<file path="src/rtl/core_sequencer.sv">
// core_sequencer: multi-cycle fetch/decode/execute/memory/writeback control.
// Single-port memory handshake with per-transaction timeout and fault latch.
module core_sequencer #(
  parameter int                   WORD_SIZE   = 32,
  parameter logic [WORD_SIZE-1:0] RESET_PC    = '0,
  parameter int                   MEM_TIMEOUT = 15
) (
  input  logic                 clk,
  input  logic                 rst,
  input  logic                 step_mode,
  input  logic                 step,
  input  logic                 is_load,
  input  logic                 is_store,
  input  logic [1:0]           store_size,
  input  logic                 decode_error,
  input  logic [WORD_SIZE-1:0] eff_addr,
  input  logic [WORD_SIZE-1:0] next_pc,
  output logic                 mem_req,
  output logic [WORD_SIZE-1:0] mem_addr,
  output logic [1:0]           mem_we,
  input  logic                 mem_ready,
  input  logic [WORD_SIZE-1:0] mem_rdata,
  input  logic                 mem_err,
  output logic [WORD_SIZE-1:0] instr,
  output logic [WORD_SIZE-1:0] pc,
  output logic [WORD_SIZE-1:0] load_data,
  output logic                 reg_we,
  output logic [3:0]           state,
  output logic [1:0]           fault_code,
  output logic [31:0]          retired
);

  typedef enum logic [3:0] {
    S_START      = 4'd0,
    S_FETCH      = 4'd1,
    S_WAIT_FETCH = 4'd2,
    S_DECODE     = 4'd3,
    S_EXECUTE    = 4'd4,
    S_MEM_ACCESS = 4'd5,
    S_WAIT_MEM   = 4'd6,
    S_WRITEBACK  = 4'd7,
    S_FAULT      = 4'd15
  } state_t;

  localparam logic [1:0] F_DECODE  = 2'b01;
  localparam logic [1:0] F_MEM_ERR = 2'b10;
  localparam logic [1:0] F_TIMEOUT = 2'b11;

  // Last wait-count value still allowed to complete.
  localparam logic [7:0] TMO_LAST = 8'(MEM_TIMEOUT - 1);

  state_t     state_q;
  state_t     state_d;
  logic [7:0] wait_cnt;
  logic       st_q;
  logic [1:0] fault_d;

  logic go;
  logic in_wait;
  logic mem_done;
  logic tmo;
  logic req_fetch;
  logic req_mem;
  logic cap_instr;
  logic cap_load;
  logic retire;
  logic latch_op;
  logic drop_req;

  assign go       = !step_mode || step;
  assign in_wait  = (state_q == S_WAIT_FETCH) ||
                    (state_q == S_WAIT_MEM);
  assign mem_done = mem_req && mem_ready;
  assign tmo      = wait_cnt >= TMO_LAST;
  assign drop_req = in_wait && (state_d != state_q);

  assign state  = state_q;
  assign reg_we = (state_q == S_WRITEBACK) && !st_q;

  always_ff @(posedge clk or negedge rst) begin
    if (!rst) begin
      state_q <= S_START;
    end else begin
      state_q <= state_d;
    end
  end

  always_comb begin
    state_d   = state_q;
    fault_d   = fault_code;
    req_fetch = 1'b0;
    req_mem   = 1'b0;
    cap_instr = 1'b0;
    cap_load  = 1'b0;
    retire    = 1'b0;
    latch_op  = 1'b0;
    unique case (state_q)
      S_START: begin
        state_d = S_FETCH;
      end
      S_FETCH: begin
        if (go) begin
          req_fetch = 1'b1;
          state_d   = S_WAIT_FETCH;
        end
      end
      S_WAIT_FETCH: begin
        if (mem_err) begin
          fault_d = F_MEM_ERR;
          state_d = S_FAULT;
        end else if (mem_done) begin
          cap_instr = 1'b1;
          state_d   = S_DECODE;
        end else if (tmo) begin
          fault_d = F_TIMEOUT;
          state_d = S_FAULT;
        end
      end
      S_DECODE: begin
        if (decode_error) begin
          fault_d = F_DECODE;
          state_d = S_FAULT;
        end else begin
          state_d = S_EXECUTE;
        end
      end
      S_EXECUTE: begin
        latch_op = 1'b1;
        if (is_load || is_store) begin
          state_d = S_MEM_ACCESS;
        end else begin
          state_d = S_WRITEBACK;
        end
      end
      S_MEM_ACCESS: begin
        req_mem = 1'b1;
        state_d = S_WAIT_MEM;
      end
      S_WAIT_MEM: begin
        if (mem_err) begin
          fault_d = F_MEM_ERR;
          state_d = S_FAULT;
        end else if (mem_done) begin
          cap_load = 1'b1;
          state_d  = S_WRITEBACK;
        end else if (tmo) begin
          fault_d = F_TIMEOUT;
          state_d = S_FAULT;
        end
      end
      S_WRITEBACK: begin
        retire  = 1'b1;
        state_d = S_FETCH;
      end
      S_FAULT: begin
        state_d = S_FAULT;
      end
      default: begin
        state_d = S_FAULT;
      end
    endcase
  end

  // Bus request registers: held stable for the whole transaction.
  always_ff @(posedge clk or negedge rst) begin
    if (!rst) begin
      mem_req  <= 1'b0;
      mem_addr <= '0;
      mem_we   <= 2'b00;
      wait_cnt <= 8'd0;
    end else if (req_fetch) begin
      mem_req  <= 1'b1;
      mem_addr <= pc;
      mem_we   <= 2'b00;
      wait_cnt <= 8'd0;
    end else if (req_mem) begin
      mem_req  <= 1'b1;
      mem_addr <= eff_addr;
      mem_we   <= st_q ? store_size : 2'b00;
      wait_cnt <= 8'd0;
    end else if (drop_req) begin
      mem_req <= 1'b0;
      mem_we  <= 2'b00;
    end else if (in_wait) begin
      wait_cnt <= wait_cnt + 8'd1;
    end
  end

  always_ff @(posedge clk or negedge rst) begin
    if (!rst) begin
      pc         <= RESET_PC;
      instr      <= '0;
      load_data  <= '0;
      retired    <= 32'd0;
      fault_code <= 2'b00;
      st_q       <= 1'b0;
    end else begin
      fault_code <= fault_d;
      if (latch_op) begin
        st_q <= is_store;
      end
      if (cap_instr) begin
        instr <= mem_rdata;
      end
      if (cap_load) begin
        load_data <= mem_rdata;
      end
      if (retire) begin
        pc      <= next_pc;
        retired <= retired + 32'd1;
      end
    end
  end

endmodule

</file>
<file path="config.mk">
export PLATFORM = sky130hd
export DESIGN_NAME = core_sequencer
export DESIGN_NICKNAME = d
export VERILOG_FILES = /design/src/rtl/core_sequencer.sv
export SDC_FILE = /design/constraint.sdc
export NUM_CORES = 1
export LEC_CHECK = 0
export CORE_UTILIZATION = 40
export CTS_CLUSTER_DIAMETER = 30
export DETAILED_ROUTE_END_ITERATION = 16
export GPL_TIMING_DRIVEN = 0
export PLACE_DENSITY = 0.8
export SYNTH_ARGS = -nofsm -noshare
export SYNTH_HDL_FRONTEND = slang
export SYNTH_SLANG_ARGS = --single-unit
</file>
<file path="constraint.sdc">
create_clock -name clk -period 1.9 [get_ports clk]
set_clock_uncertainty 0.05 [all_clocks]
set_input_delay 0.38 -clock clk [delete_from_list [all_inputs] [get_ports clk]]
set_output_delay 0.38 -clock clk [all_outputs]
set_load 0.05 [all_outputs]
</file>
### After elaboration in Yosys (flattened, before gate mapping)

Cells that the tools add are included.

* add/sub/neg operators: 2
* order comparisons: 1
* eq/ne operators: 12
* muxes and demuxes: 36
* reductions and logical operators: 17

Operator list (count)
* 32-bit 2-to-1 mux: 2
* 32-bit by 1-bit adder with 32-bit output, second input constant: 1
* 8-bit 2-to-1 mux: 4
* 4-bit 2-to-1 mux: 7
* 4-bit case mux with 7 select lines: 1
* 2-bit 2-to-1 mux: 9
* 4-bit by 3-bit == test with 1-bit output, second input constant: 4
* 1-bit 2-to-1 mux: 12
* 8-bit by 1-bit adder with 8-bit output, second input constant: 1
* 4-bit by 2-bit == test with 1-bit output, second input constant: 2
* 8-bit by 4-bit greater-or-equal comparator with 1-bit output, second input constant: 1
* 3-bit inequality test, second input constant: 2
* 3-bit nonzero test: 2
* 4-bit by 1-bit == test with 1-bit output, second input constant: 1
* 4-bit logical NOT: 1
* 4-bit inequality test: 1
* 2-bit case mux with 2 select lines: 1
* 4-bit AND reduction: 1
* 2-bit nonzero test: 2
* 2-bit OR reduction: 2
* 1-bit logical AND: 3
* 1-bit logical OR: 3
* 3-bit by 1-bit inequality test with 1-bit output, second input constant: 1
* 1-bit logical NOT: 2
* other kinds (2): 2

* flip-flop bits (word level): 178
* input bits: 107
* output and inout port bits: 170

### Longest topological paths before layout

Gate-level depths: netlist of the first run.

* word-level depth: 10
* depth in mapped cells: 7
* mapped depth without buffers: 6

### Worst setup path after synthesis of the first run

OpenSTA, ideal clock, no wires.

* kind: reg2out
* from: register state_q[1] (netlist: state[1])
* to: output port reg_we
* data arrival time: 2.095 ns
* data required time: 1.470 ns
* slack: -0.625 ns
* cell stages (with the launch flop): 6
* buffers on the path: 3
* path through: dfrtp_1 buf_4 nand4b_4 buf_6 clkbuf_1 nor2_1

* cells in the longest elaborated chain, start to end: 2

RTL lines
* from (decl): line 52 `state_t state_q;`
* from (signal assigned): line 84 `state_q <= state_d;`
* 4-bit by 3-bit == test with 1-bit output: line 78 `assign reg_we = (state_q == S_WRITEBACK) && !st_q;`
* 1-bit logical AND: line 78
* to (decl): line 27 `output logic reg_we,`

No other way between the ends.

### Worst setup path after layout of the first run

* from: register state_q[0] (netlist: state[0])
* to: register load_data[11]

* cells in the longest elaborated chain, start to end: 2

RTL lines
* 4-bit by 3-bit == test with 1-bit output: line 97 `unique case (state_q)`
* 1-bit 2-to-1 mux: line 97
* to (signal assigned): line 206 `load_data <= mem_rdata;`
* to (decl): line 26 `output logic [WORD_SIZE-1:0] load_data,`

No other way between the ends.
A chain may end at the register's enable or synchronous reset.

==> results of run 1 <==
[critical path, delay by kind of cell (launching register included)]
| family | cells | cell delay, ps |
|---|---|---|
| and+or+nand+nor | 3 | 640 |
| buffers and inverters | 3 | 450 |
| DFF | 1 | 420 |
| muxes | 1 | 300 |
[state kept, by name, indices dropped and copies added, names as in the netlist]
register / cells
fault_code: 2
mem_we: 2
instr: 32
mem_addr: 32
st_q: 1
state: 4
retired: 32
mem_req: 1
load_data: 32
pc: 32
wait_cnt: 8
[cells by family after synthesis]
family          after synthesis  share of synthesized area, %
mux                          65                          9.92
fa+ha+maj                     3                         0.509
buf+inv                      40                          2.81
compound gates               53                          5.48
xor+xnor                     33                          3.92
simple gates                266                          17.0
flops                       178                          60.3
[worst paths after layout]
path	to	start	slack [ps]
min reg2reg	mem_addr[6]	mem_addr[6]	420
max	load_data[11]	state[0]	-80
max reg2reg	load_data[11]	state[0]	-80
min in group asynchronous	instr[15]	rst	430
max in group asynchronous	state[1]	rst	370
min	mem_addr[6]	mem_addr[6]	420
[power breakdown]
part / internal, uW / switching (uW)
registers: 4830 / 719
logic: 2210 / 5450
clock network: 2270 / 1560
[per-stage QoR]
step / total power [uW] / setup WS (ps)
3_5_place_dp: 13600 / -799
3_3_place_gp: 13500 / -7630
4_1_cts: 16900 / -234
2_1_floorplan: 10600 / -112
5_1_grt: 17800 / -121
6_report: 17000 / -81.8
[layout make-up]
type	instances	area, sq um
buffer	26	209
clock buffer	19	443
clock inverter	13	195
fill	1421	6350
inverter	10	37.5
multi-input combinational	420	3010
sequential	178	4470
tap	229	287
timing repair buffer	315	3020
[per-layer routing]
metal | global-route usage (%) | vias up
met3 | 8.57 | 18
met1 | 26.3 | 2966
li1 | - | 2835
met4 | 6.22 | 0
met2 | 39.3 | 242
met5 | 0 | -
[cells in the final DEF (no fill, tap or decap), drive strengths merged, types with 3 or more instances in the layout]
master         netlist  routed
nand2              183     183
dfrtp              178     178
dlygate4sd2          0     158
clkdlybuf4s50        0     104
mux2                65      65
buf                 20      51
clkbuf              10      36
a22oi               32      32
xnor2               21      21
inv                 10      16
nand3               14      14
nand4               14      14
nor2                14      14
xor2                12      12
clkdlybuf4s15        0       9
nor3                 7       7
nor4                 7       7
and3                 5       5
bufinv               0       4
or3                  4       4
nand2b               4       4
o21ai                4       4
and4                 3       3
and2                 3       3
ha                   3       3
a21boi               3       3
[what timing repair did]
item | CTS | global route
hold buffers | 1 | 0
setup buffers | 21 | 14
pin swaps | 5 | 17
setup endpoints to repair | 320 | 128
gates cloned | 2 | 3
hold endpoints to repair | 60 | 0
gates resized for setup | 237 | 77
==> results list, run 1 <==
- Counting flops with an async set or reset pin after synthesis yields a share of 100%.
- Hold timing on the final database bottoms out at a slack of 417 ps.
* Global-route wire length before repair: 32,600 um
- Vias in the first global route: between 6,000 and 7,000
* Slew at the pin with the worst max-slew slack: just over 600 ps
* Number of antenna diodes: 0
* Die H: between 100 and 150 um
- Utilization after layout: 64.8%
* Most frequently used cell type in the post-synthesis netlist: nand2_1
* Post-route standard cell area excluding fillers: 11,700 sq um
* Synth area leader: dfrtp_1
- Worst Setup Start Kind: register
* Chip Width: between 100 and 150 um
* Routed wl met2: 10,900 um
- Clock tree from TritonCTS: built
* Total wire length: 21,800 um
- Share of cells above drive strength 1: 20.9%
- Failing checks: setup timing
- Across the run, the number of max-cap violations was 0.
- Category of the critical setup timing path: register to register
- Number of cells in the finished layout apart from fillers: 1,210
- Capturing element type of the critical path: register
- In the global route stage, overall resource usage came out at 22.8%.
* Placed cell count: 1,144
* Unrepaired setup endpoints after global routing: true
- Remaining antenna violation count: 0
- The final number of max-transition violations was 0.
- After synthesis the cells add up to 7380 sq um.
* Placed Instance Area: approximately 11,000 sq um
- Global routing finished with a remaining overflow of 0.
* Clock transition time at the flip-flop clock pins of the worst setup and hold paths: 70 ps
* Dominant register cell in the synthesized netlist: dfrtp_1
- In the finished design, the share of the clock period the worst path needs comes to 104%.
- Final HPWL from detailed placement: 15,100 um
- Antenna violations before repair: 0
- The Yosys step of the flow raised 0 warnings.
- Number of design-rule violations left by the first detailed-router iteration: 249
- Worst path setup slack after routing: -81.8 ps
* Dominant cells by area after synthesis: dfrtp_1 60%, mux2_2 9.5%, nand2_1 9.3%
* Synthesized area per cell: 11.6 sq um
- Once the floorplan was initialized, standard cells occupied 40.9% of the core.
- Sequential area share after synthesis: 60.3%
- Routed vias: 6,061
- Die area: 19,000 sq um
* Biggest cell delay along the critical path: 420 ps
* Uppermost layer routed: met4
- Row generation in the floorplan step produced 49 rows.
- Number of primary I/O pins: about 280
- DR WL/cell: approximately 18 um
- The pre-antenna-repair detailed-routing pass consisted of 4 iterations.
* Net Count, Synth: 748
- Maximum clock frequency: 0.505 GHz
- Largest net degree at the start of global routing: 119
- Routability-driven placement finished with a final weighted congestion of around 0.77.
- In this run, distinct cell masters in the synthesized netlist total 50.
* Max rail drop VDD: 1.08 mV
- CTS built an H-tree with a depth of 4.
- In this run the tool buffered the top-level ports with 276 buffer cells.
- Number of flops mapped to enable cells by yosys: 0
* Slowest CP cell: dfrtp_2
- In this run the tightest slew margin relative to its limit is 58.6%.
* Standby leakage power: about 0.0060 uW
- After routing, the total negative slack on setup checks comes to -1930 ps.
- DRC violation count after routing: 0
- DR WL met3: 2130 um
- Measured in cells, the most critical reg-to-reg path has a length of 7.
- CTS saw 178 sinks.
- The worst hold path passes through 2 cells.
- In this run the biggest area consumer among cell types represents 60.3% of the synthesized area.
* Clock insertion delay at the later pin of the skew report: between 400 and 500 ps
* Maximum fanout along the worst path: 8
- In the final routing, the length of wire on met1 measures 8550 um.
- Final-stage net count: between 1,000 and 1,500
- After synthesis the netlist holds a flip-flop and latch count of 178.
- Clock tree synthesis inserted a total of 17 buffers.
- Outcome: complete, but fails checks
- Dividing the detail-routed via count by the number of cells gives between 5 and 6.
* Final hold vios: 0
- Final-report setup violation count: 40
- Required time reported for the critical path endpoint: 2160 ps
* Placeable core region: between 15,000 and 20,000 sq um
- Buffer depth of the longest clock path: 2
- Walking the worst path, the cells encountered are nand2b_4 > or3_4 > buf_6 > nor2_4 > buf_12 > clkbuf_16 > mux2_4.
- The path class of the tightest hold or removal check is register to register.
- CP arrival: 2240 ps
- Post-synthesis cell count: 638
* Top cell types by occurrence after synthesis: 183 x nand2_1, 178 x dfrtp_1, 62 x mux2_2
* Syn-to-layout area delta: 58.2%
* Final Critical Period: about 2000 ps
- Dividing total power by cell area gives a power density of 1460 nW/um^2.
- CTS root buffer: clkbuf_16
Power figures use the tool's default switching activity.
==> inputs of run 2 (changes only) <==
==> config.mk (replaced) <==
export PLATFORM = sky130hd
export DESIGN_NAME = core_sequencer
export DESIGN_NICKNAME = d
export VERILOG_FILES = /design/src/rtl/core_sequencer.sv
export SDC_FILE = /design/constraint.sdc
export NUM_CORES = 1
export LEC_CHECK = 0
export ABC_AREA = 1
export CORE_UTILIZATION = 41
export DETAILED_ROUTE_END_ITERATION = 16
export GPL_TIMING_DRIVEN = 0
export PLACE_DENSITY = 0.81
export SYNTH_ARGS = -nofsm -noshare
export SYNTH_HDL_FRONTEND = slang
export SYNTH_SLANG_ARGS = --single-unit
==> run 2 against run 1 <==
Net effect:
- the flow still finishes with violations (setup timing)
- via count rose by 24%
- sequential share of layout area is 0.64 points higher
- maximum frequency grew 2.5%
- sequential power is 32% lower
- first-iteration DRC count grew 82%
- critical endpoint is now reg_we
- largest cell class unchanged
- largest power group is now sequential cells
==> results list, run 2 <==
- Launch instance of the worst register-to-register path: state[0]
- The internal portion of total power was 5880 uW (-37%).
* Share of total power in combinational logic: 4.5% (-40 points)
- Count of buffers from port buffering: 276 (unchanged)
- Initial core utilization: 41.8% (+0.88 points)
* Net Count, Synth: 1,087 (+45%)
- The number of unique standard cell types used by synthesis is 25 (-50%).
- The total of flip-flops plus latches after synthesis came to 178 (unchanged).
- Clock network fraction of total power: 45.8% (+23 points)
- The startpoint identified for the worst hold timing path is mem_addr[28].
- Leading cell type in the layout, fill and taps excluded: nand2_1
* Worst path setup slack after routing: -32.6 ps (+49.2 ps)
- The number of flops mapped to enable cells by yosys came to 0 (unchanged).
- The data arrival time of the worst path came to 1500 ps (-740 ps).
* Final-report setup violation count: 1 (-98%)
- The remaining antenna violation count after routing is 0 (unchanged).
* Slew at the pin with the worst max-slew slack: 690 ps (+68.9 ps)
* GRT Total Usage: 24.5% (+1.7 points)
* Overall Power: 7630 uW (-55%)
- The number of sinks driven by the clock tree was 178 (unchanged).
* Endpoint of the worst hold path: mem_addr[28]
* Post-DR vias/cell: 4.92 (-1.7%)
- The global-route wire length before repair was 37,500 um (+15%).
- The buffer levels on the longest clock path is 2 (unchanged).
* Syn-to-layout area delta: 46.3%
- The net switching power of the design was 1750 uW (-77%).
- Most frequently used cell type in the post-synthesis netlist: nand2_1
* Main combinational cell family by area after synthesis: simple AND/OR/NAND/NOR gates
- The worst slew slack as a fraction of its limit is 54.0% (-4.6 points).
- Category of the critical setup timing path: register to output pin
- Post-synthesis cell count: 977 (+53%)
- Final HPWL from detailed placement: 17,300 um (+15%)
- The logic depth of the worst register-to-register path came to 8 (+1).
- Dominant register cell in the synthesized netlist: dfrtp_1
- The number of ports placed on the die boundary is 277 (unchanged).
* Biggest cell delay along the critical path: 450 ps (+30 ps)
- XOR/XNOR share of the synthesized area: 1.79% (-2.1 points)
- The largest net degree at the start of global routing was 98 (-18%).
- The cell sitting at the root of the clock tree is a clkbuf_16.
* Slowest CP cell: dfrtp_2
- Failing checks: setup timing
* Depth of the CTS H-tree: 4 (unchanged)
* Final GP Congestion: 0.890 (+15%)
- Max rail drop VDD: 0.585 mV (-46%)
- Simple-gate share of the synthesized area: 30.1% (+13 points)
- The static leakage power was 0.00594 uW (-0.81%).
- The multiplexer share of the synthesized area is 0.144% (-9.8 points).
- The share of synthesized flip-flops with an asynchronous set or reset is 100% (unchanged).
- The achievable clock frequency was 0.517 GHz (+2.5%).
- The die outline height was 140 um (+1.7%).
* Vias in the first global route: 7,277 (+18%)
- Routed vias: 7,527 (+24%)
- Dominant cells by area after synthesis: dfrtp_1 57%, nand2_1 21%, o21ai_0 4.2%
* Final-stage net count: 1,392 (+29%)
- The antenna cell count is 0 (unchanged).
- The share of synthesized area occupied by flip-flops and latches came to 56.9% (-3.4 points).
- The largest fanout of any net on the critical path was 5 (-3).
* DRC violation count after routing: 0 (unchanged)
* Worst Setup Start Kind: register
- The count of filler cells inserted in the layout came to 1,612 (+13%).
- Fraction of power spent switching nets: 22.9% (-22 points)
- Clock insertion delay at the later pin of the skew report: 420 ps (about the same)
- MaxCap Viol Count: 0 (unchanged)
- The power per cell area was 667 nW/um^2 (-54%).
- Share of cells above drive strength 1: 7.26% (-14 points)
- Seq pwr share: 49.7% (+17 points)
* Clock transition time at the flip-flop clock pins of the worst setup and hold paths: 70 ps (about the same)
- The post-place instance area came to 10,900 sq um (+4.0%).
* Area used by multi-input combinational logic: 2980 sq um (-0.87%)
* Netlist area before placement: 7820 sq um (+6.0%)
- Sequence of cells on the critical path: inv_2 > nand4_1 > buf_8 > nor2_4 > buf_6
- Outcome: complete, but fails checks
- The area share of the largest cell type after synthesis was 56.9% (-3.4 points).
- Final hold vios: 0 (unchanged)
* Synthesis warning total: 0 (unchanged)
* Post-route standard cell area excluding fillers: 11,400 sq um (-2.0%)
- Delay-heaviest family, CP: flip-flops
- Max Transition Viols Final: 0 (unchanged)
- The total buffers and inverters traversed by the critical path was 3 (unchanged).
* Clock tree from TritonCTS: built
* Hold path depth: 2 (unchanged)
* Cts bufs inserted: 17 (unchanged)
* Synth area leader: dfrtp_1
- Area occupied by registers: 4460 sq um (-0.36%)
- Share of the cycle needed by the critical path after routing: 102% (-2.6 points)
- DR WL/cell: 15.3 um (-15%)
- Antenna violations before repair: 0 (unchanged)
- Top cell types by occurrence after synthesis: 437 x nand2_1, 178 x dfrtp_1, 78 x inv_1
* Post-synthesis compound-gate area fraction: 4.81% (-0.66 points)
- The worst register-to-register path ends at mem_addr[11].
- The post-synthesis adder-cell area fraction was 0.480% (-0.029 points).
* Number of detailed-routing iterations run before antenna repair: 5 (+1)
- The required time reported for the critical path endpoint is 1470 ps (-690 ps).
* Capturing element type of the critical path: output pin
- Worst min-delay path category: register to register
- Overflow after GRT: 0 (unchanged)
- The area enclosed by the die boundary came to 19,600 sq um (+3.4%).
- Most frequent cells in the layout: 433 x nand2_1, 175 x dfrtp_1, 155 x dlygate4sd2_1
- The core area is 18,700 sq um (+3.8%).
- Setup repair after global routing could not meet its margin everywhere.
- Final Critical Period: 1930 ps (-49.2 ps)
- Synthesized area per cell: 8.01 sq um (-31%)
- Total wire length: 23,400 um (+7.4%)
- Number of design-rule violations left by the first detailed-router iteration: 452 (+82%)
- Chip Width: 140 um (+1.7%)
- Flop-to-flop setup slack: 140 ps (+220 ps)
- The total number of placement rows is 50 (+2.0%).
-- run 2: changes by cell type in the layout (fill, tap and decap cells not counted), moves of 8 or more --
| cell | previous run | this run |
|---|---|---|
| xnor2_1 | 21 | 8 |
| dfrtp_1 | 162 | 175 |
| o21ai_0 | 2 | 66 |
| buf_4 | 25 | 11 |
| inv_1 | 9 | 77 |
| dfrtp_2 | 16 | 3 |
| nand3_1 | 14 | 63 |
| nand2_1 | 183 | 433 |
| a22oi_1 | 32 | 0 |
| clkbuf_2 | 6 | 14 |
| mux2_2 | 14 | 1 |
| nor2_1 | 12 | 71 |
| mux2_4 | 51 | 0 |
-- run 2: cell type report --
| class | count | share of cell area, % |
|---|---|---|
| inverters | 81 | 2.68 |
| repair buffers | 286 | 23.1 |
| clock inverters | 14 | 1.27 |
| flip-flops and latches | 178 | 39.0 |
| multi-input cells | 686 | 26.1 |
| plain buffers | 32 | 1.51 |
| well taps | 234 | 2.56 |
| clock buffers | 18 | 3.84 |
-- run 2: power groups by stage --
| stage | combinational [uW] | sequential (uW) | clock (uW) |
|---|---|---|---|
| 2_1_floorplan | 22.4 | 3870 | 0 |
| 3_3_place_gp | 339 | 3870 | 0 |
| 3_5_place_dp | 348 | 3870 | 0 |
| 4_1_cts | 351 | 3790 | 3550 |
| 5_1_grt | 381 | 3790 | 3710 |
| 6_report | 345 | 3790 | 3490 |
-- run 2: cell families after synthesis --
logic type,count (synthesis)
AND/OR/NAND/NOR,594
flip-flops,178
buffers and inverters,113
AO/OA/AOI/OAI,72
XOR/XNOR,16
adder cells (fa/ha/maj),3
multiplexers,1
-- run 2: worst min-delay path, stage by stage (launching register included) --
cell and delay [ps]:
dfrtp_1 340, nand2_1 50, nand3_1 50
-- run 2: what timing repair did --
item / in CTS / in global routing
resized for setup: 188 / 52
pin swaps: 0 / 1
buffers inserted: 1 / 7
hold buffers: 1 / 0
setup endpoints to repair: 185 / 94
endpoints found under the hold margin: 81 / 0
-- run 2: worst max-delay path by stage --
stage / startpoint / slack [ps] / cells past startpoint / end
finish: state[3] / -30 / 5 / reg_we
global route: state[3] / -120 / 5 / reg_we
CTS: state[3] / -120 / 5 / reg_we
global placement: rst / -7710 / 1 / retired[0]
detailed placement: state[3] / -720 / 5 / reg_we
floorplan: state[1] / -40 / 3 / reg_we
-- run 2: metal layers --
| layer | part of all wire [%] | track usage [%] | routed length (um) | vias up |
|---|---|---|---|---|
| li1 | - | - | - | 3646 |
| met1 | 42 | 29.8 | 9740 | 3538 |
| met2 | 47 | 40.2 | 11000 | 301 |
| met3 | 8.5 | 7.79 | 1980 | 42 |
| met4 | 2.7 | 10.1 | 627 | 0 |
| met5 | 0 | 0 | 0 | - |
-- run 2: per-stage QoR --
| step | worst slack (ps) | std cells | setup TNS [ps] | util [%] | hold WS (ps) |
|---|---|---|---|---|---|
| floorplan | -35.2 | 977 | -35.2 | - | 34.4 |
| global placement | -7710 | 1487 | -1270880 | 58.2 | 412 |
| detailed placement | -724 | 1488 | -21440 | 58.4 | 363 |
| CTS | -116 | 1522 | -116 | 60.6 | 421 |
| global route | -125 | 1529 | -633 | 61.2 | 414 |
| finish | -32.6 | 1529 | -32.6 | 61.2 | 426 |
